--- src/rtl/junction_phase_scheduler.sv ---
// Three-way junction signal sequencer: main rest-on-green, demand-served turn
// and side phases, emergency preempt toward main-green.
module junction_phase_scheduler #(
  parameter int unsigned T_MAIN_MIN = 8,
  parameter int unsigned T_TURN     = 5,
  parameter int unsigned T_SIDE     = 6,
  parameter int unsigned T_YEL      = 3,
  parameter int unsigned T_AR       = 2
) (
  input  logic       clk,
  input  logic       rst,
  input  logic       req_mt,
  input  logic       req_s,
  input  logic       emg,
  output logic [2:0] light_M1,
  output logic [2:0] light_M2,
  output logic [2:0] light_MT,
  output logic [2:0] light_S,
  output logic [2:0] phase,
  output logic       emg_ack
);

  localparam int unsigned CW = 8;
  localparam logic [CW-1:0] MAIN_LAST = CW'(T_MAIN_MIN - 1);
  localparam logic [CW-1:0] TURN_LAST = CW'(T_TURN - 1);
  localparam logic [CW-1:0] SIDE_LAST = CW'(T_SIDE - 1);
  localparam logic [CW-1:0] YEL_LAST  = CW'(T_YEL - 1);
  localparam logic [CW-1:0] AR_LAST   = CW'(T_AR - 1);

  localparam logic [2:0] RED = 3'b100;
  localparam logic [2:0] YEL = 3'b010;
  localparam logic [2:0] GRN = 3'b001;

  typedef enum logic [2:0] {
    S_AR    = 3'd0,
    S_MAIN  = 3'd1,
    S_M2Y   = 3'd2,
    S_TURN  = 3'd3,
    S_CLR_Y = 3'd4,
    S_SIDE  = 3'd5
  } state_t;

  state_t          state, state_nxt;
  state_t          last_green, last_green_nxt;
  logic [CW-1:0]   cnt, cnt_nxt;
  logic            pend_mt, pend_mt_nxt;
  logic            pend_s, pend_s_nxt;
  logic [2:0]      m1_nxt, m2_nxt, mt_nxt, s_nxt;
  logic            emg_ack_nxt;
  logic            entering;
  logic            want_mt, want_s;

  assign phase = state;

  // State, dwell counter, demand latches and registered light outputs
  always_ff @(posedge clk) begin
    if (!rst) begin
      state      <= S_AR;
      last_green <= S_MAIN;
      cnt        <= '0;
      pend_mt    <= 1'b0;
      pend_s     <= 1'b0;
      light_M1   <= RED;
      light_M2   <= RED;
      light_MT   <= RED;
      light_S    <= RED;
      emg_ack    <= 1'b0;
    end else begin
      state      <= state_nxt;
      last_green <= last_green_nxt;
      cnt        <= cnt_nxt;
      pend_mt    <= pend_mt_nxt;
      pend_s     <= pend_s_nxt;
      light_M1   <= m1_nxt;
      light_M2   <= m2_nxt;
      light_MT   <= mt_nxt;
      light_S    <= s_nxt;
      emg_ack    <= emg_ack_nxt;
    end
  end

  // Next-state, counter/latch updates and light decode of the next state
  always_comb begin
    state_nxt      = state;
    last_green_nxt = last_green;
    cnt_nxt        = cnt;
    pend_mt_nxt    = pend_mt | req_mt;
    pend_s_nxt     = pend_s | req_s;
    m1_nxt         = RED;
    m2_nxt         = RED;
    mt_nxt         = RED;
    s_nxt          = RED;
    emg_ack_nxt    = 1'b0;
    // a request arriving in the exit-eligible MAIN cycle is honoured on that edge
    want_mt        = pend_mt | req_mt;
    want_s         = pend_s | req_s;

    case (state)
      S_AR: begin
        if (cnt == AR_LAST) begin
          if (emg)                                 state_nxt = S_MAIN;
          else if (pend_s && last_green != S_SIDE) state_nxt = S_SIDE;
          else                                     state_nxt = S_MAIN;
        end
      end
      S_MAIN: begin
        if (cnt == MAIN_LAST && !emg) begin
          if (want_mt)     state_nxt = S_M2Y;
          else if (want_s) state_nxt = S_CLR_Y;
        end
      end
      S_M2Y:   if (cnt == YEL_LAST) state_nxt = S_TURN;
      S_TURN:  if (emg || cnt == TURN_LAST) state_nxt = S_CLR_Y;
      S_SIDE:  if (emg || cnt == SIDE_LAST) state_nxt = S_CLR_Y;
      S_CLR_Y: if (cnt == YEL_LAST) state_nxt = S_AR;
      default: state_nxt = S_AR;
    endcase

    entering = (state_nxt != state);

    if (entering)                                    cnt_nxt = '0;
    else if (state == S_MAIN && cnt == MAIN_LAST)    cnt_nxt = cnt;
    else                                             cnt_nxt = cnt + CW'(1);

    if (entering && state_nxt == S_TURN) pend_mt_nxt = 1'b0;
    if (entering && state_nxt == S_SIDE) pend_s_nxt  = 1'b0;

    if (entering && (state_nxt == S_MAIN || state_nxt == S_TURN || state_nxt == S_SIDE))
      last_green_nxt = state_nxt;

    case (state_nxt)
      S_MAIN: begin m1_nxt = GRN; m2_nxt = GRN; end
      S_M2Y:  begin m1_nxt = GRN; m2_nxt = YEL; end
      S_TURN: begin m1_nxt = GRN; mt_nxt = GRN; end
      S_SIDE: s_nxt = GRN;
      S_CLR_Y: begin
        case (last_green)
          S_TURN:  begin m1_nxt = YEL; mt_nxt = YEL; end
          S_SIDE:  s_nxt = YEL;
          default: begin m1_nxt = YEL; m2_nxt = YEL; end
        endcase
      end
      default: ;
    endcase

    emg_ack_nxt = (state_nxt == S_MAIN) && emg;
  end

endmodule
--- config.mk ---
export PLATFORM = sky130hd
export DESIGN_NAME = junction_phase_scheduler
export DESIGN_NICKNAME = d
export VERILOG_FILES = /design/src/rtl/junction_phase_scheduler.sv
export SDC_FILE = /design/constraint.sdc
export NUM_CORES = 1
export LEC_CHECK = 0
export BUFFER_PORTS_ARGS = -buffer_cell sky130_fd_sc_hd__buf_2
export CORE_MARGIN = 1.5
export CORE_UTILIZATION = 35
export CTS_CLUSTER_DIAMETER = 120
export CTS_CLUSTER_SIZE = 12
export DETAILED_ROUTE_END_ITERATION = 8
export PLACE_DENSITY = 0.58
export SETUP_SLACK_MARGIN = 0.2
export SLEW_MARGIN = 30
export SYNTH_ARGS = -nofsm -noshare
export SYNTH_HDL_FRONTEND = slang
export SYNTH_SLANG_ARGS = --single-unit
--- constraint.sdc ---
create_clock -name clk -period 2.2 [get_ports clk]
set_input_delay 0.22 -clock clk [delete_from_list [all_inputs] [get_ports clk]]
set_output_delay 0.22 -clock clk [all_outputs]
set_load 0.05 [all_outputs]
==> out/metrics.yaml, run 1 <==
outcome:
  status: "complete, but fails checks"
  violations: "setup timing"
synth:
  synth_top_cell_by_area: "dfxtp_1"
  yosys_warnings: 0
  yosysUniqueCellTypes: 48
  avgSynthCellArea_sq_um: 9.37
  syn_inst: 148
  synthesis.area_sq_mm: 0.00139
  synth.net_count: 157
  synth.top_cell.area_share: 0.419
  netlist_top_cells_area: "dfxtp_1, nor2_1, ha_1"
  synth_edf_count: 0
  ys_seq_area_frac: 0.419
  ys_ff_latch: 29
  ys.flop_type: "dfxtp_1"
  async_flop_share: 0
clock_network:
  cts_root_buffer: "clkbuf_8"
  cts_buffers: 5
  cts.sinks: 29
  htreeDepth: 2
  path_clk_slew_ns: 0.06
  clk_latency_ns: 0.28
  clk_path_buf_depth: 2
  cts_tree: "yes"
floorplan:
  io-pin-count: 21
  die_h_um: 65.9
  die-area_sq_mm: 0.00435
  coreArea_sq_mm: 0.00374
  fp-row-count: 22
  die_w_um: 65.9
  floorplan.initialDensity: 0.370
worst_setup_path:
  start_kind: "flop"
  worstPathRequired_ns: 2.37
  crit_type: "reg2reg"
  worstPathArrival_ns: 2.38
  cp_max_fo: 5
  cp-end-kind: "flop"
run:
  maxCapViolations: 0
timing:
  period_share: 1.01
  finalHoldWorstSlack_ns: 0.277
  max_slew_margin: 0.708
  drv_slew: 0
  finalCriticalPeriod_ns: 2.22
  setup_viol: 5
  worst_pin_slew_ns: 0.436
  layout_setup_ws_ns: -0.0164
  clock_skew_ns: 0.00437
  hold_viol: 0
  fmax_mhz: 451
  rsz0062_at_grt: "yes"
global_routing:
  gr-total-overflow: 0
  grt_max_degree: 13
  grt_first_pass_wirelength_um: 5810
  antenna_found_initial: 0
  grt_pass1_vias: 1239
  grt_usage: 0.179
routing:
  wl_per_cell_um: 14.4
  vias: 1306
  ant_nets: 0
  drt_wl_total_um: 3580
  via_per_inst: 5.24
  remaining_drc_errors: 0
  drtPass1Iterations: 4
  drt_iter0_drc: 43
place:
  hpwl_um: 2480
  io_buffers: 20
  dpl_cell_area_sq_mm: 0.00175
  gp_congestion: 0.843
layout:
  nNetsFinal: 209
  multiInputGateArea_sq_um: 995
  n_antenna_cell: 0
  final_common_cell: "buf_4"
  layout_common_cells: "buf_4, dfxtp_1, buf_2"
  register_area_sq_um: 599
  drive_gt1_frac: 0.542
  fillers: 347
  fin_area_sq_mm: 0.00208
  syn2layout_area_growth_pct: 49.8
hold_path:
  hp-class: "in2reg"
pwr:
  peakVddDrop_v: 0.000411
  leakage_nw: 0.827
  power_per_cell_area_mw_per_mm2: 1040
cells by family (layout without fill, tap and decap cells):
| family | after synthesis | after routing | share of synthesized area |
|---|---|---|---|
| DFF | 29 | 29 | 0.419 |
| AOI/OAI and AO/OA | 23 | 23 | 0.143 |
| buffers and inverters | 8 | 61 | 0.0226 |
| and+or+nand+nor | 74 | 74 | 0.314 |
| muxes | 3 | 3 | 0.0217 |
| xor gates and xnor gates | 7 | 7 | 0.0442 |
| adders and majority gates | 4 | 4 | 0.0361 |
what timing repair did:
action	in CTS	in global routing
pin swaps	14	16
gates resized for setup	11	30
hold buffers	0	0
setup buffers	6	6
endpoints found under the setup margin	24	26
endpoints found under the hold margin	0	0
final timing paths:
check	startpoint	end	slack, ns	cells after the start
max	cnt[5]	light_M1[1]	-0.02	8
min	rst	light_MT[2]	0.28	2
max reg2reg	cnt[5]	light_M1[1]	-0.02	8
min reg2reg	last_green[1]	last_green[1]	0.48	2
state kept, by name, indices dropped and copies added, names as in the netlist:
name,cells
cnt,8
last_green,3
light_M1,3
light_M2,3
light_MT,3
light_S,3
phase,3
emg_ack,1
pend_mt,1
pend_s,1
power breakdown:
group | internal [W] | leakage (nW) | switching, W
combinational | 0.000434 | 0.541 | 0.000635
sequential | 0.000614 | 0.241 | 0.0000620
clock | 0.000219 | 0.0450 | 0.000201
worst max-delay path, stage by stage, from the launching register on:
cell and delay (ns):
dfxtp_2 0.33, or4_4 0.57, or2_4 0.27, nor4b_4 0.26, buf_4 0.19, o211a_4 0.21
or3_4 0.14, buf_4 0.11, nor2_2 0.03
metrics by stage:
stage	utilization	setup WS [ns]	TNS, ns	cells	total power (W)
6_report	0.555	-0.0164	-0.0512	249	0.00216
5_1_grt	0.555	-0.0934	-1.10	249	0.00230
4_1_cts	0.510	0.0213	0	243	0.00202
3_5_place_dp	0.467	0.00271	0	229	0.00150
3_3_place_gp	0.467	0.0114	0	229	0.00149
2_1_floorplan	-	0.0861	0	148	0.00129
cell usage after synthesis (2+ instances only):
master	number
dfxtp_1	29
nor2_1	21
nand2_1	9
nor3_1	8
o21ai_0	8
inv_1	6
ha_1	4
nand3b_1	4
xnor2_1	4
and2_1	3
mux2i_1	3
nor4_1	3
or2_2	3
xor2_1	3
and3_1	2
nand3_1	2
nand4_1	2
o2111ai_1	2
or2_1	2
or4_4	2
layout make-up:
cell class / count / area share
inverters: 6 / 0.0108
multi-input cells: 111 / 0.479
well taps: 48 / 0.0289
clock buffers: 6 / 0.0349
flip-flops and latches: 29 / 0.289
clock inverters: 2 / 0.00482
repair buffers: 47 / 0.153
metal layers:
| metal | GRT usage | vias to the layer above | routed length [um] |
|---|---|---|---|
| met5 | 0 | - | 0 |
| met4 | 0.0816 | 0 | 105 |
| met3 | 0.0596 | 11 | 184 |
| met2 | 0.265 | 36 | 1660 |
| met1 | 0.234 | 621 | 1630 |
| li1 | - | 638 | - |
No activity file was read; power rests on OpenSTA's default activity.
==> run 2: changes to the inputs <==
- CORE_ASPECT_RATIO: default -> 0.8
- REMOVE_ABC_BUFFERS: default -> 1
==> out/metrics.yaml, run 2 (synthesis gave the netlist of run 1 again) <==
worst_setup_path:
  slowest_delay_ns: 0.57
  path_cells: "or4_4 > or2_4 > nor4b_4 > buf_4 > o211a_4 > buf_6 > nor3_2 > or2_1"
  crit_type: "reg2reg"
  critPathBufInv: 2
  worstPathRequired_ns: 2.36
  cp-end-kind: "flop"
  cp_max_fo: 5
  start_kind: "flop"
  worstPathArrival_ns: 2.37
  cpMaxStageDelayCell: "or4_4"
  crit_family: "simple AND/OR/NAND/NOR gates"
floorplan:
  io-pin-count: 21
  die_h_um: 59.3
  coreArea_sq_mm: 0.00380
  fp-row-count: 20
  floorplan.initialDensity: 0.364
  die_w_um: 73.4
  die-area_sq_mm: 0.00435
layout:
  syn2layout_area_growth_pct: 53.1
  layout_common_cells: "buf_4, dfxtp_1, buf_2"
  drive_gt1_frac: 0.512
  fin_area_sq_mm: 0.00212
  nNetsFinal: 218
  largest_register: "cnt"
  final_common_cell: "buf_4"
  n_antenna_cell: 0
  largest_reg_flops: 8
routing:
  via_per_inst: 5.05
  remaining_drc_errors: 0
  wl_per_cell_um: 14.5
  drt_iter0_drc: 58
  drt_wl_total_um: 3820
  ant_nets: 0
  drtPass1Iterations: 4
  vias: 1333
timing:
  rsz0062_at_grt: "yes"
  worst_pin_slew_ns: 0.427
  setup_viol: 1
  hold_viol: 0
  drv_slew: 0
  layout_setup_ws_ns: -0.00763
  finalCriticalPeriod_ns: 2.21
  finalHoldWorstSlack_ns: 0.255
  fmax_mhz: 453
  clock_skew_ns: 0.00312
  period_share: 1.00
  max_slew_margin: 0.714
outcome:
  violations: "setup timing"
  status: "complete, but fails checks"
pwr:
  peakVddDrop_v: 0.000405
  power_per_cell_area_mw_per_mm2: 1040
  power_w: 0.00220
  leakage_nw: 0.857
clock_network:
  htreeDepth: 2
  path_clk_slew_ns: 0.06
  cts_root_buffer: "clkbuf_8"
  clk_path_buf_depth: 2
  cts_buffers: 5
  clk_latency_ns: 0.27
  cts.sinks: 29
  cts_tree: "yes"
global_routing:
  grt_usage: 0.184
  grt_pass1_vias: 1319
  grt_max_degree: 13
  gr-total-overflow: 0
  grt_first_pass_wirelength_um: 6090
  antenna_found_initial: 0
place:
  dpl_cell_area_sq_mm: 0.00174
  hpwl_um: 2590
  io_buffers: 20
  place_ws_ns: -0.0766
  gp_congestion: 0.832
run:
  maxCapViolations: 0
hold_path:
  hp-class: "in2reg"
[run 2: changes by cell type in the layout (fill, tap and decap cells not counted), sizes merged]
cell / delta
buf: +9
clkbuf: +1
clkinv: -2
[run 2: metrics by stage]
stage	setup TNS [ns]	instances	utilization
global route	-0.264	264	0.558
CTS	0	258	0.515
finish	-0.00763	264	0.558
detailed placement	-0.290	247	0.458
global placement	-0.132	247	0.458
floorplan	-1.49	146	-
[run 2: path summary, 6_finish.rpt]
check,from,to,slack [ns],depth (start not counted)
max,cnt[3],light_M2[1],-0.008,8
max reg2reg,cnt[3],light_M2[1],-0.008,8
min,rst,light_MT[2],0.26,2
min reg2reg,last_green[1],last_green[1],0.50,2
[run 2: report_power, final]
group	switching, W	total (W)	internal, W
Clock	0.000186	0.000433	0.000248
Sequential	0.0000452	0.000651	0.000606
Combinational	0.000653	0.00112	0.000462
[run 2: final cells by class]
class,count,area (sq um)
Tap cell,55,68.8
Multi-Input combinational cell,111,968
Inverter,6,22.5
Timing Repair Buffer,56,389
Sequential cell,29,587
Fill cell,343,1680
Clock buffer,7,86.3
[run 2: layer usage]
| layer | vias up | wire length [um] | GRT usage |
|---|---|---|---|
| met2 | 36 | 1820 | 0.305 |
| li1 | 654 | - | - |
| met5 | - | 0 | 0 |
| met4 | 0 | 70 | 0.0661 |
| met3 | 10 | 186 | 0.0544 |
| met1 | 633 | 1750 | 0.228 |
[run 2: repair_timing]
action | CTS | global route
gates cloned | 0 | 0
hold buffers | 0 | 0
gates resized for setup | 23 | 25
endpoints found under the setup margin | 21 | 25
setup buffers | 4 | 6
pin swaps | 16 | 10
